**config.mk**
```make
export PLATFORM = sky130hd
export DESIGN_NAME = dtcm_bank_arbiter_flat
export DESIGN_NICKNAME = d
export VERILOG_FILES = /design/src/rtl/dtcm_bank_arbiter_pkg.sv /design/src/rtl/dtcm_bank_arbiter_if.sv /design/src/rtl/dtcm_rr_pick.sv /design/src/rtl/dtcm_bank_arbiter.sv /design/src/flat_wrapper.sv
export SDC_FILE = /design/constraint.sdc
export NUM_CORES = 1
export LEC_CHECK = 0
export ABC_AREA = 0
export BUFFER_PORTS_ARGS = -buffer_cell sky130_fd_sc_hd__buf_2
export CAP_MARGIN = 20
export CORE_AREA = 5 5 236 238
export DETAILED_ROUTE_END_ITERATION = 10
export DIE_AREA = 0 0 241 243
export GPL_ROUTABILITY_DRIVEN = 0
export GPL_TIMING_DRIVEN = 0
export SYNTH_ARGS = -nofsm -noshare
export SYNTH_HDL_FRONTEND = slang
export SYNTH_SLANG_ARGS = --single-unit
```
**constraint.sdc**
```tcl
create_clock -name CLK -period 1.6 [get_ports CLK]
set_input_delay 0.24 -clock CLK [delete_from_list [all_inputs] [get_ports CLK]]
set_output_delay 0.24 -clock CLK [all_outputs]
set_load 0.02 [all_outputs]
```
**src/rtl/dtcm_bank_arbiter_pkg.sv**
```systemverilog
// Shared constants and types for the DTCM bank arbiter.
//   DTCM_DW / DTCM_SW : bank data width and byte-strobe width
//   BANK_SEL_BIT      : byte-address bit that selects bank A (0) or B (1)
//   REQ_LSU / REQ_DBG : requester indices on the arbiter ports
package dtcm_bank_arbiter_pkg;

    localparam int DTCM_DW      = 64;
    localparam int DTCM_SW      = 8;
    localparam int BANK_SEL_BIT = 3;
    localparam int NUM_REQ      = 2;
    localparam int NUM_BANKS    = 2;
    localparam int REQ_LSU      = 0;
    localparam int REQ_DBG      = 1;

    typedef enum logic {
        ST_INIT = 1'b0,
        ST_RUN  = 1'b1
    } arb_state_e;

endpackage

```
**src/rtl/dtcm_bank_arbiter_if.sv**
```systemverilog
// Requester and SRAM-side signal bundle of the DTCM bank arbiter.
//   master : requester side (drives req_*, sees req_ready and rsp_*)
//   slave  : arbiter side
//   mem    : SRAM side (sees bank_*, drives bank_rdata)
// Packed [1:0] dimension is the requester index (bit0 = LSU) on req_/rsp_
// signals and the bank index (bit0 = bank A) on bank_ signals.
interface dtcm_bank_arbiter_if #(
    parameter int AW = 16
);
    import dtcm_bank_arbiter_pkg::*;

    localparam int RW = AW - 4;

    logic [NUM_REQ-1:0]                  req_valid;
    logic [NUM_REQ-1:0]                  req_ready;
    logic [NUM_REQ-1:0][AW-1:0]          req_addr;
    logic [NUM_REQ-1:0]                  req_wen;
    logic [NUM_REQ-1:0][DTCM_DW-1:0]     req_wdata;
    logic [NUM_REQ-1:0][DTCM_SW-1:0]     req_wstrb;
    logic [NUM_REQ-1:0]                  rsp_valid;
    logic [NUM_REQ-1:0][DTCM_DW-1:0]     rsp_rdata;

    logic [NUM_BANKS-1:0]                bank_en;
    logic [NUM_BANKS-1:0]                bank_wen;
    logic [NUM_BANKS-1:0][RW-1:0]        bank_addr;
    logic [NUM_BANKS-1:0][DTCM_DW-1:0]   bank_wdata;
    logic [NUM_BANKS-1:0][DTCM_SW-1:0]   bank_wstrb;
    logic [NUM_BANKS-1:0][DTCM_DW-1:0]   bank_rdata;

    modport master (
        output req_valid, req_addr, req_wen, req_wdata, req_wstrb,
        input  req_ready, rsp_valid, rsp_rdata
    );

    modport slave (
        input  req_valid, req_addr, req_wen, req_wdata, req_wstrb,
        output req_ready, rsp_valid, rsp_rdata,
        output bank_en, bank_wen, bank_addr, bank_wdata, bank_wstrb,
        input  bank_rdata
    );

    modport mem (
        input  bank_en, bank_wen, bank_addr, bank_wdata, bank_wstrb,
        output bank_rdata
    );

endinterface

```
**src/rtl/dtcm_rr_pick.sv**
```systemverilog
// Two-way round-robin picker for one DTCM bank.
//   clk, rst_n : clock, async active-low reset
//   en         : arbitration enabled (low during zero-fill -> no grants)
//   req[1:0]   : requesters targeting this bank
//   gnt[1:0]   : one-hot grant (or zero)
// The pointer names the requester that wins the next tie. It only moves on a
// contended grant, and then to the loser, so a lone requester never steals
// the other's turn.
module dtcm_rr_pick (
    input  logic       clk,
    input  logic       rst_n,
    input  logic       en,
    input  logic [1:0] req,
    output logic [1:0] gnt
);

    logic ptr;

    always_comb begin
        gnt = 2'b00;
        if (en) begin
            if (&req) gnt = ptr ? 2'b10 : 2'b01;
            else      gnt = req;
        end
    end

    always_ff @(posedge clk or negedge rst_n) begin
        if (!rst_n)           ptr <= 1'b0;
        else if (en && &req)  ptr <= ~ptr;
    end

endmodule

```
**src/rtl/dtcm_bank_arbiter.sv**
```systemverilog
// Shares DTCM banks A (addr[3]=0) and B (addr[3]=1) between the LSU (port 0)
// and the debug/loader port (port 1), and zero-fills both banks after reset.
//   CLK, RSTn  : clock, async active-low reset
//   init_done  : high once zero-fill has finished
//   bus        : requester handshake, responses and SRAM bank signals
// Grants are combinational and drive the SRAM in the same cycle; the response
// (read data or write ack) follows one cycle later with no backpressure.
module dtcm_bank_arbiter
    import dtcm_bank_arbiter_pkg::*;
#(
    parameter int AW         = 16,
    parameter int INIT_CLEAR = 1,
    parameter int INIT_DEPTH = 1000
) (
    input  logic                CLK,
    input  logic                RSTn,
    output logic                init_done,
    dtcm_bank_arbiter_if.slave  bus
);

    localparam int RW = AW - 4;

    arb_state_e                          state;
    logic [RW-1:0]                       init_cnt;
    logic                                run;

    logic [NUM_REQ-1:0]                  req_bank;
    logic [NUM_BANKS-1:0][NUM_REQ-1:0]   bank_req;
    logic [NUM_BANKS-1:0][NUM_REQ-1:0]   bank_gnt;
    logic [NUM_BANKS-1:0]                bank_win;

    logic [NUM_REQ-1:0]                  rsp_vld_q;
    logic [NUM_REQ-1:0]                  rsp_rd_q;
    logic [NUM_REQ-1:0]                  rsp_bank_q;

    // Byte lanes below the 64-bit word are meaningless to the banks.
    logic unused_lsb;
    assign unused_lsb = ^{bus.req_addr[0][2:0], bus.req_addr[1][2:0]};

    assign run = (state == ST_RUN);

    // Route each request to the bank its address selects.
    always_comb begin
        bank_req = '0;
        for (int r = 0; r < NUM_REQ; r++) begin
            req_bank[r] = bus.req_addr[r][BANK_SEL_BIT];
            for (int b = 0; b < NUM_BANKS; b++)
                bank_req[b][r] = bus.req_valid[r] && (req_bank[r] == 1'(b));
        end
    end

    for (genvar b = 0; b < NUM_BANKS; b++) begin : g_bank
        dtcm_rr_pick u_pick (
            .clk   (CLK),
            .rst_n (RSTn),
            .en    (run),
            .req   (bank_req[b]),
            .gnt   (bank_gnt[b])
        );
        assign bank_win[b] = bank_gnt[b][REQ_DBG];
    end

    always_comb begin
        for (int r = 0; r < NUM_REQ; r++)
            bus.req_ready[r] = bank_gnt[req_bank[r]][r];
    end

    // SRAM drive: zero-fill both banks while in INIT, else the bank winner.
    always_comb begin
        for (int b = 0; b < NUM_BANKS; b++) begin
            if (!run) begin
                bus.bank_en[b]    = 1'b1;
                bus.bank_wen[b]   = 1'b1;
                bus.bank_addr[b]  = init_cnt;
                bus.bank_wdata[b] = '0;
                bus.bank_wstrb[b] = '1;
            end else begin
                bus.bank_en[b]    = |bank_gnt[b];
                bus.bank_wen[b]   = (|bank_gnt[b]) && bus.req_wen[bank_win[b]];
                bus.bank_addr[b]  = bus.req_addr[bank_win[b]][AW-1:4];
                bus.bank_wdata[b] = bus.req_wdata[bank_win[b]];
                bus.bank_wstrb[b] = bus.req_wstrb[bank_win[b]];
            end
        end
    end

    // Remember per requester whether it was granted, whether it was a read,
    // and which bank it hit; the SRAM returns data one cycle after enable.
    always_ff @(posedge CLK or negedge RSTn) begin
        if (!RSTn) begin
            rsp_vld_q  <= '0;
            rsp_rd_q   <= '0;
            rsp_bank_q <= '0;
        end else begin
            rsp_vld_q  <= bus.req_ready;
            rsp_rd_q   <= ~bus.req_wen;
            rsp_bank_q <= req_bank;
        end
    end

    always_comb begin
        for (int r = 0; r < NUM_REQ; r++) begin
            bus.rsp_valid[r] = rsp_vld_q[r];
            bus.rsp_rdata[r] = (rsp_vld_q[r] && rsp_rd_q[r]) ?
                               bus.bank_rdata[rsp_bank_q[r]] : '0;
        end
    end

    always_ff @(posedge CLK or negedge RSTn) begin
        if (!RSTn) begin
            state     <= (INIT_CLEAR != 0) ? ST_INIT : ST_RUN;
            init_cnt  <= '0;
            init_done <= (INIT_CLEAR == 0);
        end else begin
            case (state)
                ST_INIT: begin
                    init_cnt <= init_cnt + 1'b1;
                    if (init_cnt == RW'(INIT_DEPTH - 1)) begin
                        state     <= ST_RUN;
                        init_done <= 1'b1;
                    end
                end
                default: state <= ST_RUN;
            endcase
        end
    end

endmodule

```
**src/flat_wrapper.sv**
```systemverilog
// flat-port wrapper written by rule: the top's interface ports become plain ports
module dtcm_bank_arbiter_flat import dtcm_bank_arbiter_pkg::*;
#(
    parameter int AW         = 16,
    parameter int INIT_CLEAR = 1,
    parameter int INIT_DEPTH = 1000
)
  (CLK, RSTn, init_done, bus_req_valid, bus_req_addr, bus_req_wen, bus_req_wdata, bus_req_wstrb, bus_req_ready, bus_rsp_valid, bus_rsp_rdata, bus_bank_en, bus_bank_wen, bus_bank_addr, bus_bank_wdata, bus_bank_wstrb, bus_bank_rdata);
  dtcm_bank_arbiter_if #(.AW(AW)) bus_i ();
  input  logic CLK;
  input  logic RSTn;
  output logic init_done;
  input wire logic [$bits(bus_i.req_valid)-1:0] bus_req_valid;
  input wire logic [$bits(bus_i.req_addr)-1:0] bus_req_addr;
  input wire logic [$bits(bus_i.req_wen)-1:0] bus_req_wen;
  input wire logic [$bits(bus_i.req_wdata)-1:0] bus_req_wdata;
  input wire logic [$bits(bus_i.req_wstrb)-1:0] bus_req_wstrb;
  output wire logic [$bits(bus_i.req_ready)-1:0] bus_req_ready;
  output wire logic [$bits(bus_i.rsp_valid)-1:0] bus_rsp_valid;
  output wire logic [$bits(bus_i.rsp_rdata)-1:0] bus_rsp_rdata;
  output wire logic [$bits(bus_i.bank_en)-1:0] bus_bank_en;
  output wire logic [$bits(bus_i.bank_wen)-1:0] bus_bank_wen;
  output wire logic [$bits(bus_i.bank_addr)-1:0] bus_bank_addr;
  output wire logic [$bits(bus_i.bank_wdata)-1:0] bus_bank_wdata;
  output wire logic [$bits(bus_i.bank_wstrb)-1:0] bus_bank_wstrb;
  input wire logic [$bits(bus_i.bank_rdata)-1:0] bus_bank_rdata;
  assign bus_i.req_valid = bus_req_valid;
  assign bus_i.req_addr = bus_req_addr;
  assign bus_i.req_wen = bus_req_wen;
  assign bus_i.req_wdata = bus_req_wdata;
  assign bus_i.req_wstrb = bus_req_wstrb;
  assign bus_req_ready = bus_i.req_ready;
  assign bus_rsp_valid = bus_i.rsp_valid;
  assign bus_rsp_rdata = bus_i.rsp_rdata;
  assign bus_bank_en = bus_i.bank_en;
  assign bus_bank_wen = bus_i.bank_wen;
  assign bus_bank_addr = bus_i.bank_addr;
  assign bus_bank_wdata = bus_i.bank_wdata;
  assign bus_bank_wstrb = bus_i.bank_wstrb;
  assign bus_i.bank_rdata = bus_bank_rdata;
  dtcm_bank_arbiter #(.AW(AW), .INIT_CLEAR(INIT_CLEAR), .INIT_DEPTH(INIT_DEPTH)) u_core (.CLK(CLK), .RSTn(RSTn), .init_done(init_done), .bus(bus_i));
endmodule
```
==> metrics.txt <==
clock sink total 22; number of global-route vias before repair between 10000 and 15000; # port buffers ~610; final count of pins violating max slew 0; Final Hold Violating Endpoints 0; setup TNS -100220 ps; Max Clock Freq 0.468 GHz; DRC violation total after the first TritonRoute iteration 653; CP startpoint u_core.g_bank[0].u_pick.ptr; routed vias 10838; placed insts 2238; Remaining DRCs 0; worst setup path endpoint bus_bank_wdata[14]; max cap viols 0; layout cell share with drive strength beyond 1 66.8%; core area 53400 µm²; #FFs+latches synth 22; H-tree depth 1; die height 243 µm; # rows between 80 and 90; first-pass GRT wire length 80800 µm; VDD IR max between 300 and 400 µV; pwr/cell area 215 nW/µm²; Worst Hold Slack 140 ps; CTS tree done; minimum clock period between 2000 and 2500 ps; Starting Density 11.2%; post-synth top area cell mux2i_1; Layout fillers 5789; Hold Path Class in2reg; die area a little under 60000 µm²; failing checks negative setup slack; Root Driver clkbuf_16; Ports 615; Wirelength per Cell 27.6 µm; syn_nets ~1200; Post-Route WL ~64000 µm; Post-synth EDFFs 0; Post-DP HPWL 49800 µm; Finish-stage setup viols 301; fin cells 2323; Ys Warns 0; post-DR vias/cell ~4.7; Tcrit/Tclk final 134%; maximum fanout along the worst path 10; RSZ-0062 raised after global routing yes; Critical Path Source Type register; Mapped Avg Cell Area 6.39 µm²; Final WS setup -538 ps; TritonCTS buffer count 3; r2r setup slk roughly 10 ps; critical path class reg2out; Final Core Density between 20% and 30%; CP required 1360 ps; Seq/Total Area, Yosys 9.20%; TritonRoute pass-1 iters 5; Die Span X 241 µm; r2r startpoint u_core.run; crit end category output pin; clock skew 8.84 ps; reg2reg end u_core.init_cnt[10]; Mapped Area 5980 µm²; antenna viol nets, final 0; Tightest Pin Transition 590 ps; Pleak 6.17 nW; Tot GR Track Use 19.0%; CTS clock-pin slew for the worst setup and hold paths 70 ps; top-area cell type share of the netlist area 21.4%; post-synthesis cell type count 42; R2R depth 5; GRT overflow 0; initial antenna violation count 31; nets@finish 1923; Rel. slew slack 60.7%; largest net degree at the start of global routing 23; top cells by area, synth mux2i_1 21%, nand3_1 13%, o21ai_0 12%, a21oi_1 11%, dfrtp_1 9.2%; Clock Latency Late Sink 270 ps; ys async rst share 100%; dominant synthesized flop cell dfrtp_1; Critical Path AT approximately 1900 ps; Post-Synthesis Cells approximately 940; Clock Path Buffers 2; Area Growth Syn to Fin 137%; status complete, but fails checks
## through the flow
step	power (mW)	area [µm²]	setup slack, ps
after floorplan	1.10	6290	-60.9
after global routing	3.18	14100	-638
after CTS	2.65	11800	-588
final	3.05	14200	-538
after global placement	1.76	10200	-958
after detailed placement	1.77	10200	-961
## timing repair
action,CTS,global route
setup endpoints to repair,307,304
pin swaps,30,123
hold endpoints to repair,9,0
buffers inserted,15,30
gates cloned,10,13
hold buffers,1,0
resized for setup,392,546
## synth_stat cells, drive strengths merged, types with 3 or more instances
master,instances
a21oi,131
a221o,25
buf,61
clkbuf,55
dfrtp,22
inv,3
mux2i,128
nand2,9
nand2b,3
nand3,167
nand4,5
nor2,134
nor2b,12
nor3,4
o21ai,145
xnor2,5
xor2,8
## report_power, final
part / internal (mW) / switching [mW]
Combinational: 0.819 / 0.911
Sequential: 0.561 / 0.00560
Clock: 0.499 / 0.251
Total: 1.88 / 1.17
## worst min path at each step
| stage | cells past startpoint | slack (ps) | to | startpoint |
|---|---|---|---|---|
| final | 1 | 140 | u_core.rsp_bank_q[1] | bus_req_addr[19] |
| after global routing | 2 | 140 | u_core.rsp_rd_q[0] | bus_req_wen[0] |
| after CTS | 1 | 140 | u_core.rsp_bank_q[1] | bus_req_addr[19] |
| after detailed placement | 1 | 290 | u_core.init_cnt[1] | RSTn |
| after global placement | 1 | 280 | u_core.init_done | RSTn |
| after floorplan | 0 | -60 | u_core.bus.rsp_valid[0] | RSTn |
## logic make-up (layout without fill, tap and decap cells)
| family | Yosys count | after routing | synth area share, % |
|---|---|---|---|
| AO/OA/AOI/OAI | 305 | 305 | 28.0 |
| XOR/XNOR | 13 | 13 | 1.90 |
| adder cells (fa/ha/maj) | 1 | 1 | 0.209 |
| buffers and inverters | 119 | 793 | 10.5 |
| flip-flops | 22 | 22 | 9.20 |
| multiplexers | 129 | 129 | 21.6 |
| other | 0 | 16 | 0 |
| AND/OR/NAND/NOR | 347 | 348 | 28.6 |
## critical path, cell delays in order (launching register included)
cell and delay [ps]:
dfrtp_2 440, nor3b_4 180, buf_6 150, buf_12 140, clkbuf_4 200, o21ai_0 120, a21oi_2 210, buf_4 180
## sequential cells by signal, summed over array words and instances (netlist names)
register	cells
u_core.rsp_rd_q	2
u_core.init_cnt	12
u_core.rsp_bank_q	2
u_core.init_done	1
u_core.run	1
u_core.g_bank.u_pick.ptr	2
u_core.bus.rsp_valid	2
## area by class of cell
type	count	area (µm²)	share of cell area, %
Antenna cell	16	40.0	0.283
Inverter	3	23.8	0.168
Clock buffer	3	75.1	0.530
Multi-Input combinational cell	796	6300	44.5
Sequential cell	22	557	3.93
Timing Repair Buffer	670	4840	34.2
Tap cell	696	871	6.15
Buffer	116	1410	9.99
Clock inverter	1	30.0	0.212
## placed cells by master, fill, tap and decap left out, types with 4 or more instances in the layout
| master | n |
|---|---|
| buf_2 | 406 |
| buf_4 | 143 |
| buf_6 | 121 |
| nor2_1 | 113 |
| a21oi_2 | 111 |
| mux2i_1 | 107 |
| o21ai_0 | 85 |
| nand3_1 | 70 |
| nand3_2 | 66 |
| o21ai_1 | 46 |
| buf_12 | 35 |
| nand3_4 | 31 |
| a221o_1 | 25 |
| clkbuf_4 | 21 |
| nor2_2 | 17 |
| dfrtp_1 | 17 |
| diode_2 | 16 |
| buf_8 | 16 |
| clkbuf_16 | 16 |
| a21oi_1 | 15 |
| clkbuf_2 | 13 |
| mux2i_4 | 13 |
| clkbuf_8 | 12 |
| o21ai_2 | 12 |
| nor2b_1 | 11 |
| mux2i_2 | 8 |
| xor2_1 | 8 |
| nand2_1 | 7 |
| a21oi_4 | 5 |
| nand4_1 | 5 |
| xnor2_1 | 5 |
| dfrtp_2 | 5 |
| nor2_4 | 4 |
| nor3_1 | 4 |
## layer usage
metal,track usage [%],routed length (µm)
met1,20.4,22500
met2,33.9,31400
met3,5.19,5850
met4,9.91,4170
met5,0,69
(Power assumes the default switching activity.)
